[config.mk]
export PLATFORM = sky130hd
export DESIGN_NAME = store_align_unit
export DESIGN_NICKNAME = d
export VERILOG_FILES = /design/src/rtl/store_align_unit.sv
export SDC_FILE = /design/constraint.sdc
export NUM_CORES = 1
export LEC_CHECK = 0
export ABC_AREA = 1
export CORE_MARGIN = 5
export CORE_UTILIZATION = 48
export DETAILED_ROUTE_END_ITERATION = 10
export PLACE_DENSITY = 0.82
export SLEW_MARGIN = 10
export SYNTH_ARGS = -nofsm -noshare
export SYNTH_HDL_FRONTEND = slang
export SYNTH_SLANG_ARGS = --single-unit
[constraint.sdc]
create_clock -name clk -period 17.7 [get_ports clk]
set_input_delay 2.655 -clock clk [delete_from_list [all_inputs] [get_ports clk]]
set_output_delay 2.655 -clock clk [all_outputs]
set_load 0.005 [all_outputs]
[src/rtl/store_align_unit.sv]
// rtl/store_align_unit.sv - store lane alignment, in-order store queue and memory write issue
module store_align_unit #(
    parameter int DEPTH = 2,
    parameter int AW    = 64,
    parameter int DW    = 64
) (
    input  logic          clk,
    input  logic          rst,
    input  logic          st_valid,
    output logic          st_ready,
    input  logic [AW-1:0] st_addr,
    input  logic [DW-1:0] st_data,
    input  logic [1:0]    st_size,
    output logic          mem_req,
    output logic [AW-1:0] mem_addr,
    output logic [DW-1:0] mem_wdata,
    output logic [7:0]    mem_wmask,
    input  logic          mem_ack,
    output logic          misalign,
    input  logic [AW-1:0] ld_addr,
    output logic          ld_hazard,
    output logic          busy
);

    localparam int PW = (DEPTH > 1) ? $clog2(DEPTH) : 1;
    localparam int NB = DW / 8;

    typedef enum logic {
        IDLE,
        ISSUE
    } state_t;

    state_t state, next_state;

    // Queue storage and pointers; pointers carry one extra bit to tell full from empty
    logic [AW-1:0] q_addr  [DEPTH];
    logic [DW-1:0] q_wdata [DEPTH];
    logic [7:0]    q_wmask [DEPTH];
    logic [PW:0]   wr_ptr, rd_ptr;
    logic [PW:0]   wr_next, rd_next;
    logic [PW:0]   count, nxt_count;
    logic          full;

    // Aligned form of the incoming request
    logic [7:0]    base_mask;
    logic [DW-1:0] keep_bits;
    logic          mis;
    logic [AW-1:0] in_addr;
    logic [DW-1:0] in_data;
    logic [7:0]    in_mask;

    logic          accept, push, pop;
    logic          bypass;
    logic          load, clear;
    logic [AW-1:0] head_addr;
    logic [DW-1:0] head_wdata;
    logic [7:0]    head_wmask;
    logic [AW-1:0] ld_line;
    logic [PW-1:0] slot;

    // Size decode: byte-enable pattern, misalignment test and lane shift of the request
    always_comb begin
        base_mask = 8'h00;
        mis       = 1'b0;
        case (st_size)
            2'b00: base_mask = 8'h01;
            2'b01: begin
                base_mask = 8'h03;
                mis       = st_addr[0];
            end
            2'b10: begin
                base_mask = 8'h0F;
                mis       = |st_addr[1:0];
            end
            default: begin
                base_mask = 8'hFF;
                mis       = |st_addr[2:0];
            end
        endcase
        keep_bits = '0;
        for (int b = 0; b < NB; b++) begin
            keep_bits[8*b +: 8] = {8{base_mask[b]}};
        end
        in_mask = base_mask << st_addr[2:0];
        in_data = (st_data & keep_bits) << {st_addr[2:0], 3'b000};
        in_addr = {st_addr[AW-1:3], 3'b000};
    end

    assign count    = wr_ptr - rd_ptr;
    assign full     = (count == (PW+1)'(DEPTH));
    assign st_ready = !full;
    assign busy     = (count != '0);
    assign accept   = st_valid && st_ready;
    assign push     = accept && !mis;
    assign pop      = (state == ISSUE) && mem_ack;
    assign mem_req  = (state == ISSUE);

    assign wr_next   = wr_ptr + {{PW{1'b0}}, push};
    assign rd_next   = rd_ptr + {{PW{1'b0}}, pop};
    assign nxt_count = wr_next - rd_next;

    // The entry presented next cycle is the incoming request when the queue would otherwise be empty
    assign bypass     = push && (rd_next[PW-1:0] == wr_ptr[PW-1:0]);
    assign head_addr  = bypass ? in_addr : q_addr[rd_next[PW-1:0]];
    assign head_wdata = bypass ? in_data : q_wdata[rd_next[PW-1:0]];
    assign head_wmask = bypass ? in_mask : q_wmask[rd_next[PW-1:0]];

    // Queue entry write on push
    always_ff @(posedge clk) begin
        if (push) begin
            q_addr[wr_ptr[PW-1:0]]  <= in_addr;
            q_wdata[wr_ptr[PW-1:0]] <= in_data;
            q_wmask[wr_ptr[PW-1:0]] <= in_mask;
        end
    end

    // Queue pointers advance on push and on acknowledged pop
    always_ff @(posedge clk or negedge rst) begin
        if (!rst) begin
            wr_ptr <= '0;
            rd_ptr <= '0;
        end else begin
            wr_ptr <= wr_next;
            rd_ptr <= rd_next;
        end
    end

    // Misalignment pulse for the cycle after a dropped request
    always_ff @(posedge clk or negedge rst) begin
        if (!rst) begin
            misalign <= 1'b0;
        end else begin
            misalign <= accept && mis;
        end
    end

    // Issue FSM state register
    always_ff @(posedge clk or negedge rst) begin
        if (!rst) begin
            state <= IDLE;
        end else begin
            state <= next_state;
        end
    end

    // Issue FSM next state: present a new head whenever the queue will hold one
    always_comb begin
        next_state = state;
        load       = 1'b0;
        clear      = 1'b0;
        case (state)
            IDLE: begin
                if (nxt_count != '0) begin
                    next_state = ISSUE;
                    load       = 1'b1;
                end
            end
            ISSUE: begin
                if (pop) begin
                    if (nxt_count != '0) begin
                        load = 1'b1;
                    end else begin
                        next_state = IDLE;
                        clear      = 1'b1;
                    end
                end
            end
        endcase
    end

    // Registered write port fields, held stable until acknowledged
    always_ff @(posedge clk or negedge rst) begin
        if (!rst) begin
            mem_addr  <= '0;
            mem_wdata <= '0;
            mem_wmask <= '0;
        end else if (load) begin
            mem_addr  <= head_addr;
            mem_wdata <= head_wdata;
            mem_wmask <= head_wmask;
        end else if (clear) begin
            mem_addr  <= '0;
            mem_wdata <= '0;
            mem_wmask <= '0;
        end
    end

    assign ld_line = {ld_addr[AW-1:3], 3'b000};

    // Load hazard: any live queue slot whose line matches the load's line
    always_comb begin
        ld_hazard = 1'b0;
        slot      = '0;
        for (int i = 0; i < DEPTH; i++) begin
            slot = PW'(i) - rd_ptr[PW-1:0];
            if (({1'b0, slot} < count) && (q_addr[i] == ld_line)) begin
                ld_hazard = 1'b1;
            end
        end
    end

endmodule

After elaboration in Yosys (flattened, before gate mapping)
Memory sizes are Yosys's and may differ from the RTL's.
Cells that the tools add are included.
{"block": "totals", "regBits": 142, "ramBits": 266, "in_bits": 198, "output_inout_bits": 141, "word_cells": 65, "n_memories": 3}
{"block": "op_classes", "n_addsub": 6, "order_cmp": 2, "eq_ne": 6, "shifts": 2, "muxes": 22, "bitwise": 2, "n_reduce_logical": 15}
{"memory": "q_wdata", "depth": 2, "word_bits": 64, "rd": 1, "rd_ports_with_merged_regs": 0, "wr": 1, "line_no": "37", "text": "logic [DW-1:0] q_wdata [DEPTH];"}
{"memory": "q_addr", "depth": 2, "word_bits": 61, "rd": 3, "rd_ports_with_merged_regs": 0, "wr": 1, "line_no": "36", "text": "logic [AW-1:0] q_addr [DEPTH];"}
{"memory": "q_wmask", "depth": 2, "word_bits": 8, "rd": 1, "rd_ports_with_merged_regs": 0, "wr": 1, "line_no": "38", "text": "logic [7:0] q_wmask [DEPTH];"}
{"cell": "$mux W64", "n": 5}
{"cell": "$eq A64 B64 Y1", "n": 2}
{"cell": "$and A64 B64 Y64", "n": 1}
{"cell": "$shl A64 B6 Y64", "n": 1}
{"cell": "$mux W8", "n": 3}
{"cell": "$pmux W8 S3", "n": 1}
{"cell": "$mux W1", "n": 10}
{"cell": "$shl A8 B3 Y8", "n": 1}
{"cell": "$logic_and A1 B1 Y1", "n": 7}
{"cell": "$reduce_bool A2 Y1", "n": 3}
{"cell": "$add A2 B1 Y2", "n": 2}
{"cell": "$eq A2 B2 Y1 const B", "n": 2}
{"cell": "$lt A1 B2 Y1", "n": 2}
{"cell": "$pmux W1 S2", "n": 2}
{"cell": "$sub A2 B2 Y2", "n": 2}
{"cell": "$pmux W1 S3", "n": 1}
{"cell": "$reduce_or A3 Y1", "n": 1}
{"cell": "$eq A2 B1 Y1 const B", "n": 1}
{"cell": "$logic_not A1 Y1", "n": 2}
{"cell": "$logic_not A2 Y1", "n": 1}
{"cell": "$reduce_or A2 Y1", "n": 1}
{"cell": "$sub A1 B1 Y1 const A", "n": 2}
{"cell": "$eq A1 B1 Y1", "n": 1}
{"cell": "$not A1 Y1", "n": 1}

Depth between registers and ports, before layout
Gate-level depths: netlist of the first run.
{"block": "logic_depth", "depth_word": 13, "mapped_depth": 17, "mapped_depth_nobuf": 13}

Worst setup path before layout of the first run
No wires, ideal clock.
{"block": "synth_timing", "kind": "input -> register", "from": "input port st_addr[1]", "to": "memory q_addr[0][0] (netlist bit) (enable)", "setup_time_ns": 0.627, "t_arrival_ns": 8.875, "t_required_ns": 17.073, "path_slack_ns": 8.198, "path_stages": 8, "path_buffers": 1, "path_cell_list": "buf_2 nor2_8 nand2_4 nand2_1 o21ai_2 inv_2 nand3_1 nor2_1"}
{"block": "synth_between", "elab_chain_len": 6, "word_cells_on_any_way": 7, "cone_classes": "3 x mux; 4 x reduce/logical"}
{"element": "from (decl)", "line_no": "11", "text": "input logic [AW-1:0] st_addr,"}
{"element": "$reduce_or A3 Y1 or $reduce_or A2 Y1 (tied branches)", "line_no": "77, 73"}
{"element": "$pmux W1 S3 (*)", "line_no": "65", "text": "case (st_size)"}
{"element": "$logic_not A1 Y1 (*)", "line_no": "94", "text": "assign push = accept && !mis;"}
{"element": "$logic_and A1 B1 Y1 (*)", "line_no": "94"}
{"element": "$mux W1 (*)", "line_no": "110", "text": "if (push) begin"}
{"element": "$mux W1 (not written as such) (*)", "line_no": "111", "text": "q_addr[wr_ptr[PW-1:0]] <= in_addr;"}
{"element": "to (decl)", "line_no": "36"}
Mark *: on every way between the ends. The rest lies on a longest branch, timed or not.

Final worst setup path of the first run
{"block": "layout_timing", "from": "input port mem_ack", "to": "register mem_wmask[7]"}
{"block": "layout_between", "elab_chain_len": 8, "word_cells_on_any_way": 16, "cone_classes": "2 x add/sub; 1 x eq/ne; 8 x mux; 4 x reduce/logical; 1 x memory"}
{"element": "from (decl)", "line_no": "18", "text": "input logic mem_ack,"}
{"element": "$logic_and A1 B1 Y1 (*)", "line_no": "95", "text": "assign pop = (state == ISSUE) && mem_ack;"}
{"element": "$add A2 B1 Y2 (*)", "line_no": "99", "text": "assign rd_next = rd_ptr + {{PW{1'b0}}, pop};"}
{"element": "named net rd_next[0]", "line_no": "40", "text": "logic [PW:0] wr_next, rd_next;"}
{"element": "$sub A2 B2 Y2", "line_no": "100", "text": "assign nxt_count = wr_next - rd_next;"}
{"element": "$reduce_bool A2 Y1", "line_no": "153, 160"}
{"element": "$mux W1 (on tied branches)", "line_no": "153, 160"}
{"element": "$mux W1", "line_no": "159", "text": "if (pop) begin"}
{"element": "$pmux W1 S2 or $mux W1 (tied branches)", "line_no": "151", "text": "case (state)"}
{"element": "$mux W8 or $reduce_bool A2 Y1 (tied branches)"}
{"element": "to (signal assigned)", "line_no": "180", "text": "mem_wmask <= head_wmask;"}
{"element": "to (decl)", "line_no": "17", "text": "output logic [7:0] mem_wmask,"}
The timed path passes the listed nets; every way through them passes the cells marked *.
A chain may end at the register's enable or synchronous reset.

==> results of run 1 <==
-- power by group through the flow --
| stage | clock, W | sequential (W) | combinational [W] |
|---|---|---|---|
| finish | 0.000884 | 0.00139 | 0.00174 |
| global placement | 0 | 0.00140 | 0.00170 |
| detailed placement | 0 | 0.00141 | 0.00174 |
| floorplan | 0 | 0.00140 | 0.00106 |
| CTS | 0.000894 | 0.00139 | 0.00175 |
| global route | 0.000939 | 0.00141 | 0.00191 |
-- metrics by stage --
step                      hold slack [ns]   util
final                               0.497  0.599
after global routing                0.516  0.599
after CTS                           0.501  0.599
after detailed placement            0.487  0.566
after global placement              0.480  0.566
after floorplan                     0.492      -
-- critical path, delay by kind of cell --
kind                       cells  cell delay (ns)
and+or+nand+nor                7             3.03
xor gates and xnor gates       1             0.24
buffers and inverters          5             1.63
adders and majority gates      1             0.88
-- state kept, by name, summed over array words and instances (netlist names), 2 cells and up --
signal     cells
q_wdata      128
wr_ptr         2
mem_wdata     64
mem_addr      61
rd_ptr         2
q_wmask       16
mem_wmask      8
q_addr       122
-- synthesized netlist by cell type (all sizes together), types with 7 or more instances --
library cell / n / area, um^2
o31ai: 13 / 97.6
nand4: 22 / 138
nor4: 8 / 50.1
a221oi: 7 / 61.3
a211oi: 7 / 52.6
mux2i: 30 / 300
a21oi: 13 / 68.8
xnor2: 39 / 342
or2: 20 / 125
nor2: 205 / 786
dfrtp: 139 / 3480
xor2: 20 / 175
o21ai: 139 / 699
edfxtp: 266 / 7990
nand3: 315 / 1590
a31oi: 84 / 526
o211ai: 8 / 60.1
nand2: 586 / 2210
buf: 63 / 359
o22ai: 10 / 62.6
clkbuf: 88 / 330
inv: 97 / 364
-- logic make-up (layout without fill, tap and decap cells) --
| logic type | count (synthesis) | after routing | synth area share |
|---|---|---|---|
| multiplexers | 30 | 30 | 0.0150 |
| buffers and inverters | 248 | 529 | 0.0525 |
| other | 1 | 5 | 0.000187 |
| flip-flops | 405 | 405 | 0.571 |
| adder cells (fa/ha/maj) | 4 | 4 | 0.00249 |
| XOR/XNOR | 59 | 59 | 0.0257 |
| AO/OA/AOI/OAI | 296 | 296 | 0.0875 |
| AND/OR/NAND/NOR | 1160 | 1160 | 0.246 |
-- area by class of cell --
type,count,area [um^2]
Antenna cell,2,5.00
Clock buffer,68,1280
Clock inverter,14,97.6
Fill cell,3544,16700
Inverter,97,367
Multi-Input combinational cell,1552,7610
Sequential cell,405,11500
Tap cell,539,674
Timing Repair Buffer,350,3450
-- layer usage --
metal	track usage	share of wire	routed length (um)	vias up
met3	0.0590	0.079	5440	141
met2	0.491	0.49	33500	920
met1	0.361	0.38	26300	8388
li1	-	-	-	8065
met5	0	0	0	-
met4	0.121	0.047	3230	0
-- worst min path at each step --
stage	slack, ns	cells after the start	end	start
6_report	0.50	2	mem_addr[39]$_DFFE_PN0P_	mem_addr[39]$_DFFE_PN0P_
5_1_grt	0.52	2	mem_addr[23]$_DFFE_PN0P_	mem_addr[23]$_DFFE_PN0P_
4_1_cts	0.50	2	mem_addr[23]$_DFFE_PN0P_	mem_addr[23]$_DFFE_PN0P_
3_5_place_dp	0.49	2	mem_addr[39]$_DFFE_PN0P_	mem_addr[39]$_DFFE_PN0P_
3_3_place_gp	0.48	2	mem_addr[40]$_DFFE_PN0P_	mem_addr[40]$_DFFE_PN0P_
2_1_floorplan	0.49	2	mem_addr[10]$_DFFE_PN0P_	mem_addr[10]$_DFFE_PN0P_
==> results.sh, run 1 <==
export IMPL_switching_share=0.395
export IMPL_ys_async_sr_fraction=0.343
export IMPL_core_mm2=0.0417
export IMPL_grt_overflow=0
export IMPL_synth_warning_count=0
export IMPL_crit_path_frequent_cell="nand2_4"
export IMPL_path_cells="clkdlybuf4s50_1 -> nand2_4 -> inv_1 -> ha_4 -> xor2_1 -> inv_1 -> nand2_4 -> nand2_1 -> inv_2 -> nand3_4 -> nand2_4 -> buf_4 -> nand3_1 -> nand2_1"
export IMPL_yosysUniqueCellTypes=44
export IMPL_io_buffer_count=332
export IMPL_ant_nets=0
export IMPL_cts_buffer_depth=3
export IMPL_initial_core_util=0.482
export IMPL_min_path_type="flip-flop to flip-flop"
export IMPL_cts_tree="built"
export IMPL_startpoint_type="input pin"
export IMPL_min_period_ns=8.10
export IMPL_drtIter0Drc=2115
export IMPL_grt_pass1_wl_um=104000
export IMPL_dp_cells=2943
export IMPL_required_ns=18.20
export IMPL_drc=0
export IMPL_clkPwrFrac=0.220
export IMPL_startpoint="mem_ack"
export IMPL_rsz0062_at_grt="no"
export IMPL_cp_slowest_cell="nand2_4"
export IMPL_grt_max_degree=87
export IMPL_synth_ff_type="edfxtp_1"
export IMPL_final_cell_mix="579 x nand2_1, 330 x clkdlybuf4s50_1, 313 x nand3_1"
export IMPL_drive_gt1_frac=0.0487
export IMPL_viasPerCell=5.79
export IMPL_dieArea_mm2=0.0460
export IMPL_r2r_start="mem_req$_DFF_PN0_"
export IMPL_crit_type="input pin to flip-flop"
export IMPL_root_buffer="clkbuf_16"
export IMPL_area_growth_pct=24.3
export IMPL_fin_area_mm2=0.0250
export IMPL_pre_cts_slack_ns=9.02
export IMPL_setup_viol=0
export IMPL_die_h_um=215
export IMPL_fp_dieW_um=215
export IMPL_grtUsageTotal=0.289
export IMPL_leakage_nw=10.3
export IMPL_pwr_share_comb=0.433
export IMPL_regToRegEndpoint="mem_wmask[7]$_DFFE_PN0P_"
export IMPL_antenna_found_initial=2
export IMPL_synth_edf_count=266
export IMPL_path_max_fanout=82
export IMPL_worstSetupEndpoint="mem_wmask[7]$_DFFE_PN0P_"
export IMPL_p_int_w=0.00243
export IMPL_final_cells=3027
export IMPL_finalWirelength_um=68500
export IMPL_outcome="completed"
export IMPL_finalCritPeriodShare=0.458
export IMPL_final_common_cell="nand2_1"
export IMPL_wire_per_inst_um=22.6
export IMPL_seqPwrFrac=0.347
export IMPL_placed_cell_area_mm2=0.0236
export IMPL_p_per_area_mw_per_mm2=161
export IMPL_syn_area_mm2=0.0201
export IMPL_hpwl_um=47300
export IMPL_maxCapViolCount=0
export IMPL_skew_ns=0.0207
export IMPL_post_cts_buffers=0
export IMPL_tns_ns=0
export IMPL_maxSlewViolCount=0
export IMPL_clkLatencyLatePin_ns=0.58
export IMPL_slew_headroom=0.317
export IMPL_ff2ff_path_depth=13
export IMPL_syn_area_per_cell_um2=9.11
export IMPL_dr_pass1_iters=8
export IMPL_fin_ws_ns=9.60
export IMPL_via_count=17500
export IMPL_place_congestion=0.944
export IMPL_ir_drop_v=0.000118
export IMPL_tightest_slew_ns=1.02
export IMPL_path_clk_slew_ns=0.06
export IMPL_cts_htree_levels=2
export IMPL_p_total_w=0.00402
export IMPL_grt_pass1_vias=17300
export IMPL_numCtsBuffers=44
export IMPL_synthCells=2203
export IMPL_cts_repair_resized=0
export IMPL_boundaryPins=339
export IMPL_clock_sinks=405
export IMPL_row_count=75
export IMPL_hold_buffers=0
export IMPL_ys_ff_latch=405
export IMPL_seq_area_frac_synth=0.571
export IMPL_p_sw_w=0.00159
export IMPL_reg2reg_slack_ns=11.73
export IMPL_nNetsFinal=2652
export IMPL_cp_arrival_ns=8.60
export IMPL_max_stage_delay_ns=0.90
export IMPL_finalHoldViolCount=0
export IMPL_worstSetupEndpointType="flip-flop"
export IMPL_fmax_ghz=0.123
No activity file was read; power rests on OpenSTA's default activity.
==> inputs of run 2 (changes only) <==
Settings changed: PLACE_DENSITY 0.82 to 0.85.
Clock period 17.7 ns to 7 ns, I/O delays scaled along.
==> results.sh, run 2 (synthesis results as in run 1) <==
export IMPL_clock_sinks=405
export IMPL_dieArea_mm2=0.0460
export IMPL_ff2ff_path_depth=9
export IMPL_leakage_nw=10.4
export IMPL_grt_max_degree=94
export IMPL_post_cts_buffers=0
export IMPL_cts_buffer_depth=3
export IMPL_antenna_found_initial=4
export IMPL_tns_ns=0
export IMPL_min_path_type="flip-flop to flip-flop"
export IMPL_path_max_fanout=93
export IMPL_max_stage_delay_ns=0.82
export IMPL_ant_nets=0
export IMPL_drive_gt1_frac=0.0549
export IMPL_min_period_ns=4.63
export IMPL_crit_path_frequent_cell="nand2_1"
export IMPL_cp_slowest_cell="buf_4"
export IMPL_grt_pass1_wl_um=106000
export IMPL_tightest_slew_ns=1.19
export IMPL_required_ns=7.50
export IMPL_fmax_ghz=0.216
export IMPL_outcome="completed"
export IMPL_dr_pass1_iters=5
export IMPL_crit_type="input pin to flip-flop"
export IMPL_numCtsBuffers=45
export IMPL_initial_core_util=0.482
export IMPL_hold_buffers=0
export IMPL_slew_headroom=0.204
export IMPL_finalWirelength_um=70000
export IMPL_via_count=17800
export IMPL_skew_ns=0.0233
export IMPL_ir_drop_v=0.000312
export IMPL_viasPerCell=5.85
export IMPL_path_cells="clkdlybuf4s50_1 -> buf_4 -> nand2_2 -> inv_2 -> nand2_1 -> o21ai_2 -> inv_2 -> nand4_1 -> nand2_1 -> nand3_1 -> nand3_4 -> nand2_4 -> buf_4 -> nand3_1 -> nand2_1"
export IMPL_path_clk_slew_ns=0.06
export IMPL_wire_per_inst_um=23.1
export IMPL_fp_dieW_um=215
export IMPL_drtIter0Drc=2368
export IMPL_rsz0062_at_grt="no"
export IMPL_grtUsageTotal=0.294
export IMPL_maxCapViolCount=0
export IMPL_placed_cell_area_mm2=0.0237
export IMPL_nNetsFinal=2660
export IMPL_finalHoldViolCount=0
export IMPL_grt_pass1_vias=17500
export IMPL_clkLatencyLatePin_ns=0.58
export IMPL_setup_viol=0
export IMPL_area_growth_pct=25.3
export IMPL_startpoint_type="input pin"
export IMPL_grt_overflow=0
export IMPL_cts_tree="built"
export IMPL_die_h_um=215
export IMPL_maxSlewViolCount=0
export IMPL_pre_cts_slack_ns=1.79
export IMPL_core_mm2=0.0417
export IMPL_final_cell_mix="579 x nand2_1, 330 x clkdlybuf4s50_1, 313 x nand3_1"
export IMPL_boundaryPins=339
export IMPL_startpoint="st_size[1]"
export IMPL_worstSetupEndpoint="mem_wdata[3]$_DFFE_PN0P_"
export IMPL_largest_reg_flops=128
export IMPL_p_per_area_mw_per_mm2=412
export IMPL_fin_util=0.604
export IMPL_hpwl_um=48400
export IMPL_regToRegEndpoint="mem_wdata[41]$_DFFE_PN0P_"
export IMPL_reg2reg_slack_ns=3.11
export IMPL_final_common_cell="nand2_1"
export IMPL_cts_htree_levels=2
export IMPL_worstSetupEndpointType="flip-flop"
export IMPL_finalCritPeriodShare=0.661
export IMPL_r2r_start="mem_req$_DFF_PN0_"
export IMPL_drc=0
export IMPL_io_buffer_count=332
export IMPL_root_buffer="clkbuf_16"
export IMPL_cts_repair_resized=0
export IMPL_fin_area_mm2=0.0252
export IMPL_place_congestion=0.937
export IMPL_cp_arrival_ns=5.13
export IMPL_row_count=75
export IMPL_fin_ws_ns=2.37
## run 2: worst min-delay path by stage
stage | start | end | slack [ns] | depth (start not counted)
finish | mem_addr[39]$_DFFE_PN0P_ | mem_addr[39]$_DFFE_PN0P_ | 0.50 | 2
global route | mem_addr[22]$_DFFE_PN0P_ | mem_addr[22]$_DFFE_PN0P_ | 0.52 | 2
CTS | mem_addr[39]$_DFFE_PN0P_ | mem_addr[39]$_DFFE_PN0P_ | 0.50 | 2
detailed placement | mem_wdata[18]$_DFFE_PN0P_ | mem_wdata[18]$_DFFE_PN0P_ | 0.49 | 2
global placement | mem_addr[21]$_DFFE_PN0P_ | mem_addr[21]$_DFFE_PN0P_ | 0.48 | 2
floorplan | mem_addr[10]$_DFFE_PN0P_ | mem_addr[10]$_DFFE_PN0P_ | 0.49 | 2
## run 2: per-layer routing
| metal | vias up | track usage | share of wire |
|---|---|---|---|
| met4 | 2 | 0.127 | 0.050 |
| li1 | 8084 | - | - |
| met2 | 999 | 0.495 | 0.49 |
| met3 | 158 | 0.0590 | 0.084 |
| met5 | - | 0 | 0.00024 |
| met1 | 8513 | 0.370 | 0.38 |
## run 2: area by class of cell
type / count / area, um^2
diodes: 4 / 10.0
well taps: 539 / 674
clock inverters: 20 / 214
flip-flops and latches: 405 / 11500
repair buffers: 357 / 3530
inverters: 97 / 367
fillers: 3424 / 16500
multi-input cells: 1552 / 7610
clock buffers: 63 / 1280
## run 2: through the flow
step           hold WS [ns]  total power (W)  std cells
5_1_grt               0.520           0.0110       3034
3_5_place_dp          0.487          0.00801       2950
3_3_place_gp          0.480          0.00788       2950
2_1_floorplan         0.492          0.00620       2205
6_report              0.498           0.0104       3037
4_1_cts               0.500           0.0104       3033
## run 2: worst max-delay path, delay by kind of cell
family	cells	cell delay, ns
simple gates	9	1.72
buf+inv	5	2.02
compound gates	1	0.17
## run 2: power by group
part | internal, W | leakage, nW | switching (W)
clock network | 0.00142 | 0.736 | 0.000968
logic | 0.00166 | 5.46 | 0.00280
registers | 0.00320 | 4.22 | 0.000323
==> inputs of run 3 (changes only) <==
Clock period 7 ns to 4.1 ns, I/O delays scaled along.
==> results.sh, run 3 (synthesis results as in run 1) <==
export IMPL_finalCritPeriodShare=0.862
export IMPL_min_period_ns=3.53
export IMPL_path_max_fanout=2
export IMPL_fin_area_mm2=0.0253
export IMPL_post_cts_buffers=0
export IMPL_cts_buffer_depth=3
export IMPL_cts_tree="built"
export IMPL_path_clk_slew_ns=0.06
export IMPL_place_congestion=0.958
export IMPL_io_buffer_count=332
export IMPL_r2r_start="wr_ptr[0]$_DFF_PN0_"
export IMPL_grt_pass1_wl_um=105000
export IMPL_final_cell_mix="579 x nand2_1, 330 x clkdlybuf4s50_1, 313 x nand3_1"
export IMPL_grt_pass1_vias=17500
export IMPL_numCtsBuffers=44
export IMPL_startpoint="ld_addr[13]"
export IMPL_required_ns=3.48
export IMPL_critical_path_top_delay_family="buffers and inverters"
export IMPL_largest_reg_flops=128
export IMPL_area_growth_pct=25.8
export IMPL_cts_repair_resized=0
export IMPL_min_path_type="input pin to async pin"
export IMPL_skew_ns=0.0113
export IMPL_max_stage_delay_ns=0.53
export IMPL_worstSetupEndpointType="primary output"
export IMPL_num_fill_cells=3453
export IMPL_crit_path_frequent_cell="nand2_1"
export IMPL_tns_ns=0
export IMPL_startpoint_type="input pin"
export IMPL_grt_overflow=0
export IMPL_rsz0062_at_grt="no"
export IMPL_row_count=75
export IMPL_cp_arrival_ns=2.92
export IMPL_leakage_nw=10.5
export IMPL_tightest_slew_ns=1.23
export IMPL_slew_headroom=0.179
export IMPL_boundaryPins=339
export IMPL_drive_gt1_frac=0.0579
export IMPL_drc=0
export IMPL_finalHoldViolCount=0
export IMPL_drtIter0Drc=2157
export IMPL_viasPerCell=5.84
export IMPL_final_common_cell="nand2_1"
export IMPL_core_mm2=0.0417
export IMPL_dp_cells=2964
export IMPL_grt_max_degree=135
export IMPL_critPathBufInv=2
export IMPL_placed_cell_area_mm2=0.0239
export IMPL_maxSlewViolCount=0
export IMPL_final_cells=3047
export IMPL_nNetsFinal=2673
export IMPL_outcome="completed"
export IMPL_finalWirelength_um=69500
export IMPL_dr_pass1_iters=9
export IMPL_hold_buffers=0
export IMPL_setup_viol=0
export IMPL_clkLatencyLatePin_ns=0.56
export IMPL_seqCellArea_mm2=0.0115
export IMPL_multi_input_area_mm2=0.00761
export IMPL_ir_drop_v=0.000742
export IMPL_wire_per_inst_um=22.8
export IMPL_via_count=17800
export IMPL_dieArea_mm2=0.0460
export IMPL_die_h_um=215
export IMPL_hpwl_um=49400
export IMPL_p_per_area_mw_per_mm2=701
export IMPL_grtUsageTotal=0.292
export IMPL_cts_htree_levels=2
export IMPL_path_cells="clkdlybuf4s50_1 -> xnor2_1 -> nand2_1 -> nor4_1 -> nand2_1 -> nor2_1 -> nand3_1 -> nand2_1 -> clkdlybuf4s50_1"
export IMPL_clock_sinks=405
export IMPL_maxCapViolCount=0
export IMPL_root_buffer="clkbuf_16"
export IMPL_fmax_ghz=0.283
export IMPL_cp_slowest_cell="clkdlybuf4s50_1"
export IMPL_initial_core_util=0.482
export IMPL_fp_dieW_um=215
export IMPL_crit_type="input pin to primary output"
export IMPL_ant_nets=0
export IMPL_antenna_found_initial=2
==> run 3: cell count changes in the layout (fill, tap and decap cells not counted), moves of 2 or more <==
cell,delta
clkinvlp_4,+2
buf_12,+8
buf_4,+6
clkinv_1,+3
clkbuf_16,-2
==> run 3: where the power goes <==
| group | switching, W | total (W) | internal (W) |
|---|---|---|---|
| clock network | 0.00160 | 0.00387 | 0.00227 |
| registers | 0.000537 | 0.00600 | 0.00546 |
| logic | 0.00482 | 0.00784 | 0.00302 |
==> run 3: through the flow <==
step | worst slack (ns) | hold WS, ns | power, W | util
floorplan | 0.349 | 0.319 | 0.0106 | -
global placement | 0.531 | 0.480 | 0.0136 | 0.573
detailed placement | 0.407 | 0.487 | 0.0139 | 0.573
CTS | 0.575 | 0.146 | 0.0178 | 0.606
global route | 0.479 | 0.168 | 0.0187 | 0.606
finish | 0.566 | 0.0963 | 0.0177 | 0.606
==> run 3: path summary, 6_finish.rpt <==
check                                            end  slack (ns)  cells after the start
setup / recovery                           ld_hazard        0.57                      9
hold reg to reg            mem_wdata[33]$_DFFE_PN0P_        0.50                      2
max in group asynchronous  mem_wdata[47]$_DFFE_PN0P_        3.02                      2
hold / removal              mem_addr[15]$_DFFE_PN0P_         0.1                      1
min in group clk           mem_wdata[33]$_DFFE_PN0P_        0.50                      2
setup reg to reg             mem_addr[3]$_DFFE_PN0P_        0.86                     13
==> run 3: layout make-up <==
| class | instances | area share |
|---|---|---|
| sequential | 405 | 0.454 |
| multi-input combinational | 1552 | 0.301 |
| timing repair buffer | 371 | 0.148 |
| clock buffer | 60 | 0.0484 |
| tap | 539 | 0.0267 |
| inverter | 97 | 0.0146 |
| clock inverter | 19 | 0.00649 |
| antenna | 4 | 0.000396 |
==> run 3: worst reg2reg max path, stage by stage (launching register included) <==
cell and delay [ns]:
dfrtp_1 0.52, inv_1 0.15, ha_1 0.23, nand3b_1 0.24, nand3_2 0.15, nand2_1 0.10, nor2_1 0.25, nand3_1 0.15
nand3_1 0.17, nand3_4 0.24, nand2_4 0.34, buf_4 0.36, nand3_1 0.14, nand2_1 0.13
==> run 3: routing by layer <==
| layer | track usage | up-vias | routed length (um) |
|---|---|---|---|
| li1 | - | 8117 | - |
| met1 | 0.369 | 8573 | 26800 |
| met2 | 0.499 | 934 | 34400 |
| met3 | 0.0601 | 160 | 5320 |
| met4 | 0.108 | 4 | 2950 |
| met5 | 0 | - | 14 |
